## src/rtl/alu_stage_exec_unit_if.sv

```systemverilog
// Execute-unit bus: decoded op and register reads in,
// stage number, ALU debug view and latched result out.
interface alu_stage_exec_unit_if;
  logic [4:0]  alu_operation;
  logic [31:0] reg_value_0;
  logic [31:0] reg_value_1;
  logic [2:0]  current_stage;
  logic [31:0] alu_in0;
  logic [31:0] alu_in1;
  logic [4:0]  alu_op_select;
  logic [31:0] alu_result;
  logic [31:0] result_q;
  logic        result_valid;

  modport master (
    output alu_operation,
    output reg_value_0,
    output reg_value_1,
    input  current_stage,
    input  alu_in0,
    input  alu_in1,
    input  alu_op_select,
    input  alu_result,
    input  result_q,
    input  result_valid
  );

  modport slave (
    input  alu_operation,
    input  reg_value_0,
    input  reg_value_1,
    output current_stage,
    output alu_in0,
    output alu_in1,
    output alu_op_select,
    output alu_result,
    output result_q,
    output result_valid
  );
endinterface

```

## src/rtl/alu_stage_exec_unit.sv

```systemverilog
// Execute block: modulo stage counter, ALU control,
// 32-bit ALU and a result register loaded in EXEC_STAGE.
module alu_stage_exec_unit #(
  parameter int NUM_STAGES = 5,
  parameter int EXEC_STAGE = 2
) (
  input logic                 clk,
  input logic                 rst,
  alu_stage_exec_unit_if.slave bus
);

  localparam logic [2:0] LAST = 3'(NUM_STAGES - 1);
  localparam logic [2:0] EXEC = 3'(EXEC_STAGE);

  localparam logic [4:0] OP_ADD  = 5'd0;
  localparam logic [4:0] OP_SUB  = 5'd1;
  localparam logic [4:0] OP_AND  = 5'd2;
  localparam logic [4:0] OP_OR   = 5'd3;
  localparam logic [4:0] OP_XOR  = 5'd4;
  localparam logic [4:0] OP_SLL  = 5'd5;
  localparam logic [4:0] OP_SRL  = 5'd6;
  localparam logic [4:0] OP_SRA  = 5'd7;
  localparam logic [4:0] OP_SLT  = 5'd8;
  localparam logic [4:0] OP_SLTU = 5'd9;
  localparam logic [4:0] OP_MUL  = 5'd10;
  localparam logic [4:0] OP_NOP  = 5'd31;

  logic [2:0]  stage_q, stage_d;
  logic [31:0] res_q, res_d;
  logic        valid_q, valid_d;

  logic [4:0]  sel;
  logic [31:0] a, b, y;
  logic [4:0]  shamt;

  always_comb begin
    a     = bus.reg_value_0;
    b     = bus.reg_value_1;
    shamt = b[4:0];
    sel   = (bus.alu_operation <= OP_MUL)
          ? bus.alu_operation : OP_NOP;
  end

  always_comb begin
    y = '0;
    unique case (sel)
      OP_ADD:  y = a + b;
      OP_SUB:  y = a - b;
      OP_AND:  y = a & b;
      OP_OR:   y = a | b;
      OP_XOR:  y = a ^ b;
      OP_SLL:  y = a << shamt;
      OP_SRL:  y = a >> shamt;
      OP_SRA:  y = $signed(a) >>> shamt;
      OP_SLT:  y = {31'd0, $signed(a) < $signed(b)};
      OP_SLTU: y = {31'd0, a < b};
      OP_MUL:  y = a * b;
      default: y = '0;
    endcase
  end

  always_comb begin
    stage_d = (stage_q == LAST) ? 3'd0 : stage_q + 3'd1;
    res_d   = res_q;
    valid_d = 1'b0;
    if (stage_q == EXEC) begin
      res_d   = y;
      valid_d = 1'b1;
    end
  end

  always_ff @(posedge clk) begin
    if (!rst) begin
      stage_q <= '0;
      res_q   <= '0;
      valid_q <= 1'b0;
    end else begin
      stage_q <= stage_d;
      res_q   <= res_d;
      valid_q <= valid_d;
    end
  end

  assign bus.current_stage = stage_q;
  assign bus.alu_in0       = a;
  assign bus.alu_in1       = b;
  assign bus.alu_op_select = sel;
  assign bus.alu_result    = y;
  assign bus.result_q      = res_q;
  assign bus.result_valid  = valid_q;

endmodule

```

## src/flat_wrapper.sv

```systemverilog
// flat-port wrapper written by rule: the top's interface ports become plain ports
module alu_stage_exec_unit_flat 
#(
  parameter int NUM_STAGES = 5,
  parameter int EXEC_STAGE = 2
)
  (clk, rst, bus_alu_operation, bus_reg_value_0, bus_reg_value_1, bus_current_stage, bus_alu_in0, bus_alu_in1, bus_alu_op_select, bus_alu_result, bus_result_q, bus_result_valid);
  alu_stage_exec_unit_if bus_i ();
  input logic clk;
  input logic rst;
  input wire logic [$bits(bus_i.alu_operation)-1:0] bus_alu_operation;
  input wire logic [$bits(bus_i.reg_value_0)-1:0] bus_reg_value_0;
  input wire logic [$bits(bus_i.reg_value_1)-1:0] bus_reg_value_1;
  output wire logic [$bits(bus_i.current_stage)-1:0] bus_current_stage;
  output wire logic [$bits(bus_i.alu_in0)-1:0] bus_alu_in0;
  output wire logic [$bits(bus_i.alu_in1)-1:0] bus_alu_in1;
  output wire logic [$bits(bus_i.alu_op_select)-1:0] bus_alu_op_select;
  output wire logic [$bits(bus_i.alu_result)-1:0] bus_alu_result;
  output wire logic [$bits(bus_i.result_q)-1:0] bus_result_q;
  output wire logic [$bits(bus_i.result_valid)-1:0] bus_result_valid;
  assign bus_i.alu_operation = bus_alu_operation;
  assign bus_i.reg_value_0 = bus_reg_value_0;
  assign bus_i.reg_value_1 = bus_reg_value_1;
  assign bus_current_stage = bus_i.current_stage;
  assign bus_alu_in0 = bus_i.alu_in0;
  assign bus_alu_in1 = bus_i.alu_in1;
  assign bus_alu_op_select = bus_i.alu_op_select;
  assign bus_alu_result = bus_i.alu_result;
  assign bus_result_q = bus_i.result_q;
  assign bus_result_valid = bus_i.result_valid;
  alu_stage_exec_unit #(.NUM_STAGES(NUM_STAGES), .EXEC_STAGE(EXEC_STAGE)) u_core (.clk(clk), .rst(rst), .bus(bus_i));
endmodule
```

## config.mk

```make
export PLATFORM = sky130hd
export DESIGN_NAME = alu_stage_exec_unit_flat
export DESIGN_NICKNAME = d
export VERILOG_FILES = /design/src/rtl/alu_stage_exec_unit_if.sv /design/src/rtl/alu_stage_exec_unit.sv /design/src/flat_wrapper.sv
export SDC_FILE = /design/constraint.sdc
export NUM_CORES = 2
export LEC_CHECK = 0
export BUFFER_PORTS_ARGS = -buffer_cell sky130_fd_sc_hd__buf_2
export CAP_MARGIN = 40
export CORE_ASPECT_RATIO = 0.6
export CORE_MARGIN = 2
export CORE_UTILIZATION = 50
export CTS_BUF_LIST = sky130_fd_sc_hd__clkbuf_8
export DETAILED_ROUTE_END_ITERATION = 10
export PLACE_DENSITY_LB_ADDON = 0.1
export SETUP_SLACK_MARGIN = 0.05
export SLEW_MARGIN = 20
export SYNTH_ARGS = -nofsm -noshare
export SYNTH_HDL_FRONTEND = slang
export SYNTH_SLANG_ARGS = --single-unit
```

## constraint.sdc

```tcl
create_clock -name clk -period 20.1 [get_ports clk]
set_clock_uncertainty 0.2 [all_clocks]
set_input_delay 4.02 -clock clk [delete_from_list [all_inputs] [get_ports clk]]
set_output_delay 4.02 -clock clk [all_outputs]
set_load 0.05 [all_outputs]
```

-- Word level (Yosys, flattened, before mapping)
Index checks and enable logic that the tools add are counted.
- add/sub/neg operators: 3
- multiply operators: 1
- order comparisons: 3
- eq/ne operators: 12
- shift operators: 3
- mux-type cells: 3
- bitwise logic cells: 4
- reductions and logical operators: 2
- operators with widths (cell ; number):
    $pmux 32 s11 ; 1
    $lt 32x32->1 ; 2
    $add 32x32->32 ; 1
    $and 32x32->32 ; 1
    $mul 32x32->32 ; 1
    $or 32x32->32 ; 1
    $shl 32x5->32 ; 1
    $shr 32x5->32 ; 1
    $sshr 32x5->32 ; 1
    $sub 32x32->32 ; 1
    $xor 32x32->32 ; 1
    $eq 5x3->1 const B ; 4
    $eq 5x4->1 const B ; 3
    $eq 5x2->1 const B ; 2
    $eq 5x1->1 const B ; 1
    $le 5x4->1 const B ; 1
    $logic_not 5->1 ; 1
    $mux 5 ; 1
    $add 3x1->3 const B ; 1
    $eq 3x2->1 const B ; 1
    $eq 3x3->1 const B ; 1
    $reduce_or 2->1 ; 1
    $mux 1 ; 1
    $not 1->1 ; 1
- flip-flop bits (word level): 36
- bits of input ports: 71
- output and inout bits: 137
- word-level logic and storage cells: 34

-- Depth between registers and ports, before layout
- depth after elaboration: 4
- depth in mapped cells: 30
- mapped depth without buffers: 28

-- Least setup slack after synthesis
Ideal clock, no wire load.
- path type: in2out
- start: in bus_reg_value_1[2]
- end: out bus_alu_result[27]
- arrival time: 11904 ps
- required time: 15880 ps
- setup slack: 3976 ps
- stages on the path: 26
- path buffers: 5
- cell sequence: buf_2 -> clkinv_1 -> clkbuf_1 -> clkbuf_1 -> buf_2 -> buf_1 -> nor2_1 -> fa_1 -> inv_1 -> fa_1 -> fa_1 -> fa_1 -> inv_1 -> fa_1 -> fa_1 -> fa_1 -> fa_1 -> ha_1 -> a21oi_1 -> nand4_1 -> or4_4 -> o21a_1 -> nor2_2 -> xor2_1 -> nor2_1 -> or4_4
- longest elaborated chain between the ends: 2
- elaborated cells between the ends (all ways): 7
- classes of those cells: add/sub (2); mul (1); shift (3); mux (1)
- ends and longest elaborated chain (item ; line ; RTL):
    start, declared ; flat_wrapper.sv:13 ; input wire logic [$bits(bus_i.reg_value_1)-1:0] bus_reg_value_1;
    $mul 32x32->32, or another cell as far along ; alu_stage_exec_unit.sv:57 ; OP_MUL: y = a * b;
    $pmux 32 s11 (*) ; alu_stage_exec_unit.sv:46 ; unique case (sel)
    end, declared ; flat_wrapper.sv:18 ; output wire logic [$bits(bus_i.alu_result)-1:0] bus_alu_result;
Every way passes the cells marked *; elsewhere a longest branch is shown, timed or not.

-- Worst setup path in the final report
- start: in bus_reg_value_1[3]
- end: out bus_alu_result[28]
Same word-level chain as after synthesis.

==> results.md <==
* Final slew viol count at 0
* Max cap viols at 0
* Hold path startpoint: u_core.bus.result_q[1]
* Worst-Margin Slew at 1.01 ns
* Worst-path clk slew at 0.08 ns
* Post-synth top cells: 490 x nor2_1, 466 x inv_1, 410 x fa_1, 334 x nand2_1, 223 x ha_1
* Flops & latches, synth at 36
* Post-layout net count at 3,969
* Final Cycle Share at 83.6%
* Syn_nets at 3,963
* Vias after detailed routing at 25,700
* Reg2Reg Launch Point: u_core.bus.current_stage[0]
* Clock latency on the worst-skew pair at 0.32 ns
* H-tree lvl count at 2
* HP Class: reg -> reg
* CP max stage delay at 0.79 ns
* Worst R2R Path Depth at 6
* R2R setup slack at 18.34 ns
* IO Pins at 208
* Total gr overflow at 0
* Post-synth top area cell: fa_1
* CP delay by family, top: adder cells
* Area grow syn2layout at 5.11%
* Crit path capture type: output pin
* Die height at 180 um
* Synthesized instance count at ~3,300
* Final min period at 16.80 ns
* Synthesized area at 0.0259 mm^2
* Vias in the first global route at around 25,000
* # setup viols final at 0
* Setup_tns at 0 ns
* CP dominant cell by count: fa_1
* Die width at 298 um
* Via/cell ratio at approximately 6.5
* Core ar. at around 0.051 mm^2
* Worst hold path depth at 2
* Initial antenna violation count at 12
* WL/cell at between 30 and 40 um
* Hold EP: u_core.bus.result_q[1]
* First-pass GRT wire length at 177,000 um
* Routability congestion estimate at 1.10
* Area contributors post-synth: fa_1 32%, ha_1 11%, nor2_1 7.1%
* Worst path bufs/invs at 5
* HPWL Detailed at roughly 95,000 um
* Routed WL at 121,000 um
* Crit-path max FO at 20
* Slew margin rel. at between 30% and 40%
* Worst r2r dst: u_core.bus.result_q[31]
* Post-synthesis sequential area ratio at 2.78%
* CTS tree: built
* CP Data Required Time at 15.88 ns
* Clock buffer depth at 2
* Initial core utilization at 50.7%
* Count leader, synth: nor2_1
* Number of synthesis warnings at 0
* Number of synthesized flops with an enable pin at 0
* Post-cts hold buffer count at 0
* Mapped Avg Cell Area at 7.95 um^2
* Slowest cell on crit path: a2111oi_0
* Startpoint types: input port
* Root Driver: clkbuf_8
* RSZ-0062 raised after global routing: no
* Fmax at 59.5 MHz
* CP arrival at 12.58 ns
* Clock sinks at 36
* # rows at 64
* Distinct cells, synth at approximately 110
* Full die area at ~0.054 mm^2
* CTS buffer count at 5
* Iteration-0 DRC Markers at 3,770
* Final hold slack at 0.270 ns
* Fraction of layout cells with a size suffix above 1 at about an eighth
* Top_reg_cell synth: dfxtp_1
* GRT Util Overall at between 40% and 50%
* Ys async rst share at 0%
* Antenna Nets Post-Route at 0
* Outcome: complete, no violations
* Crit Path Class: in -> out
* Post-CTS Setup Bufs at 0
* DRC Markers at 0
* Post-synth top area share at 31.7%
* Resized cells post-CTS at 0
* Largest net degree at the start of global routing at 69
* IO Port Bufs at approximately 210
* Final hold vios at 0
* DRT Pass-1 Iters at 9
==> state kept, by name, summed over array words and instances, names as in the netlist <==
register,count
u_core.bus.current_stage,3
u_core.bus.result_q,32
u_core.bus.result_valid,1
==> cell families after synthesis <==
family,count (synthesis),synth area share (%)
AOI/OAI and AO/OA,602,15.8
adders and majority gates,633,42.5
xor gates and xnor gates,83,2.86
buffers and inverters,758,12.2
and+or+nand+nor,1032,17.0
muxes,115,6.91
DFF,36,2.78
==> tightest hold or removal path, cell delays in order (launching register included) <==
cell and delay, ns:
dfxtp_1 0.32, nand2_1 0.05, a21boi_0 0.06
==> routing by layer <==
metal  GRT usage [%]  part of all wire [%]
met4            15.5                   4.5
met3            17.7                    16
met2            61.2                    39
met5               0                 0.041
met1            64.6                    41
==> cells in the final DEF (no fill, tap or decap), types with 13 or more instances in the layout <==
master | netlist | final
a221oi_1 | 19 | 19
nor2_1 | 490 | 490
xnor2_1 | 62 | 62
nand2_1 | 334 | 334
fa_1 | 410 | 410
a21o_1 | 28 | 28
buf_2 | 29 | 207
clkinv_1 | 14 | 13
a211oi_1 | 16 | 16
nor2b_1 | 16 | 15
inv_1 | 466 | 466
a21oi_1 | 149 | 149
xor2_1 | 20 | 20
o22ai_1 | 29 | 29
mux4_2 | 50 | 50
mux2i_1 | 54 | 54
dfxtp_1 | 36 | 36
a31oi_1 | 21 | 21
o211ai_1 | 18 | 18
o21a_1 | 13 | 13
nand3_1 | 26 | 26
nand2b_1 | 25 | 25
nor3_1 | 49 | 46
a22oi_1 | 20 | 20
nand4_1 | 14 | 14
o21ai_0 | 120 | 120
buf_4 | 67 | 52
o31ai_1 | 14 | 14
o21bai_1 | 14 | 14
ha_1 | 223 | 223
==> stage by stage <==
stage                     instances  area (um^2)  util, %  setup WS, ns
after floorplan                3259        25900        -          3.98
after global placement         3936        26900     52.6          3.57
after detailed placement       3949        27100     53.0          3.52
after CTS                      3957        27200     53.2          3.55
after global routing           3960        27200     53.3          2.94
final                          3960        27200     53.3          3.30
==> area by class of cell <==
cell class                 instances  area (um^2)
clock buffer                       5         68.8
fill                            5008        23900
inverter                         486         1820
antenna                            1         2.50
tap                              693          867
timing repair buffer             271         1670
clock inverter                     3         42.5
multi-input combinational       2465        22000
sequential                        36          721
==> worst max-delay path by stage <==
| stage | slack [ns] | cells past startpoint | end | start |
|---|---|---|---|---|
| after floorplan | 3.98 | 26 | bus_alu_result[27] | bus_reg_value_1[2] |
| after global placement | 3.57 | 27 | bus_alu_result[28] | bus_reg_value_0[5] |
| final | 3.30 | 25 | bus_alu_result[28] | bus_reg_value_1[3] |
| after CTS | 3.55 | 25 | bus_alu_result[28] | bus_reg_value_1[3] |
| after detailed placement | 3.52 | 25 | bus_alu_result[28] | bus_reg_value_1[3] |
| after global routing | 2.94 | 27 | bus_alu_result[28] | bus_reg_value_1[3] |
Power is left out: the tool's default activity adds up to more than one toggle a clock period on the data nets, which glitch-free logic cannot reach.
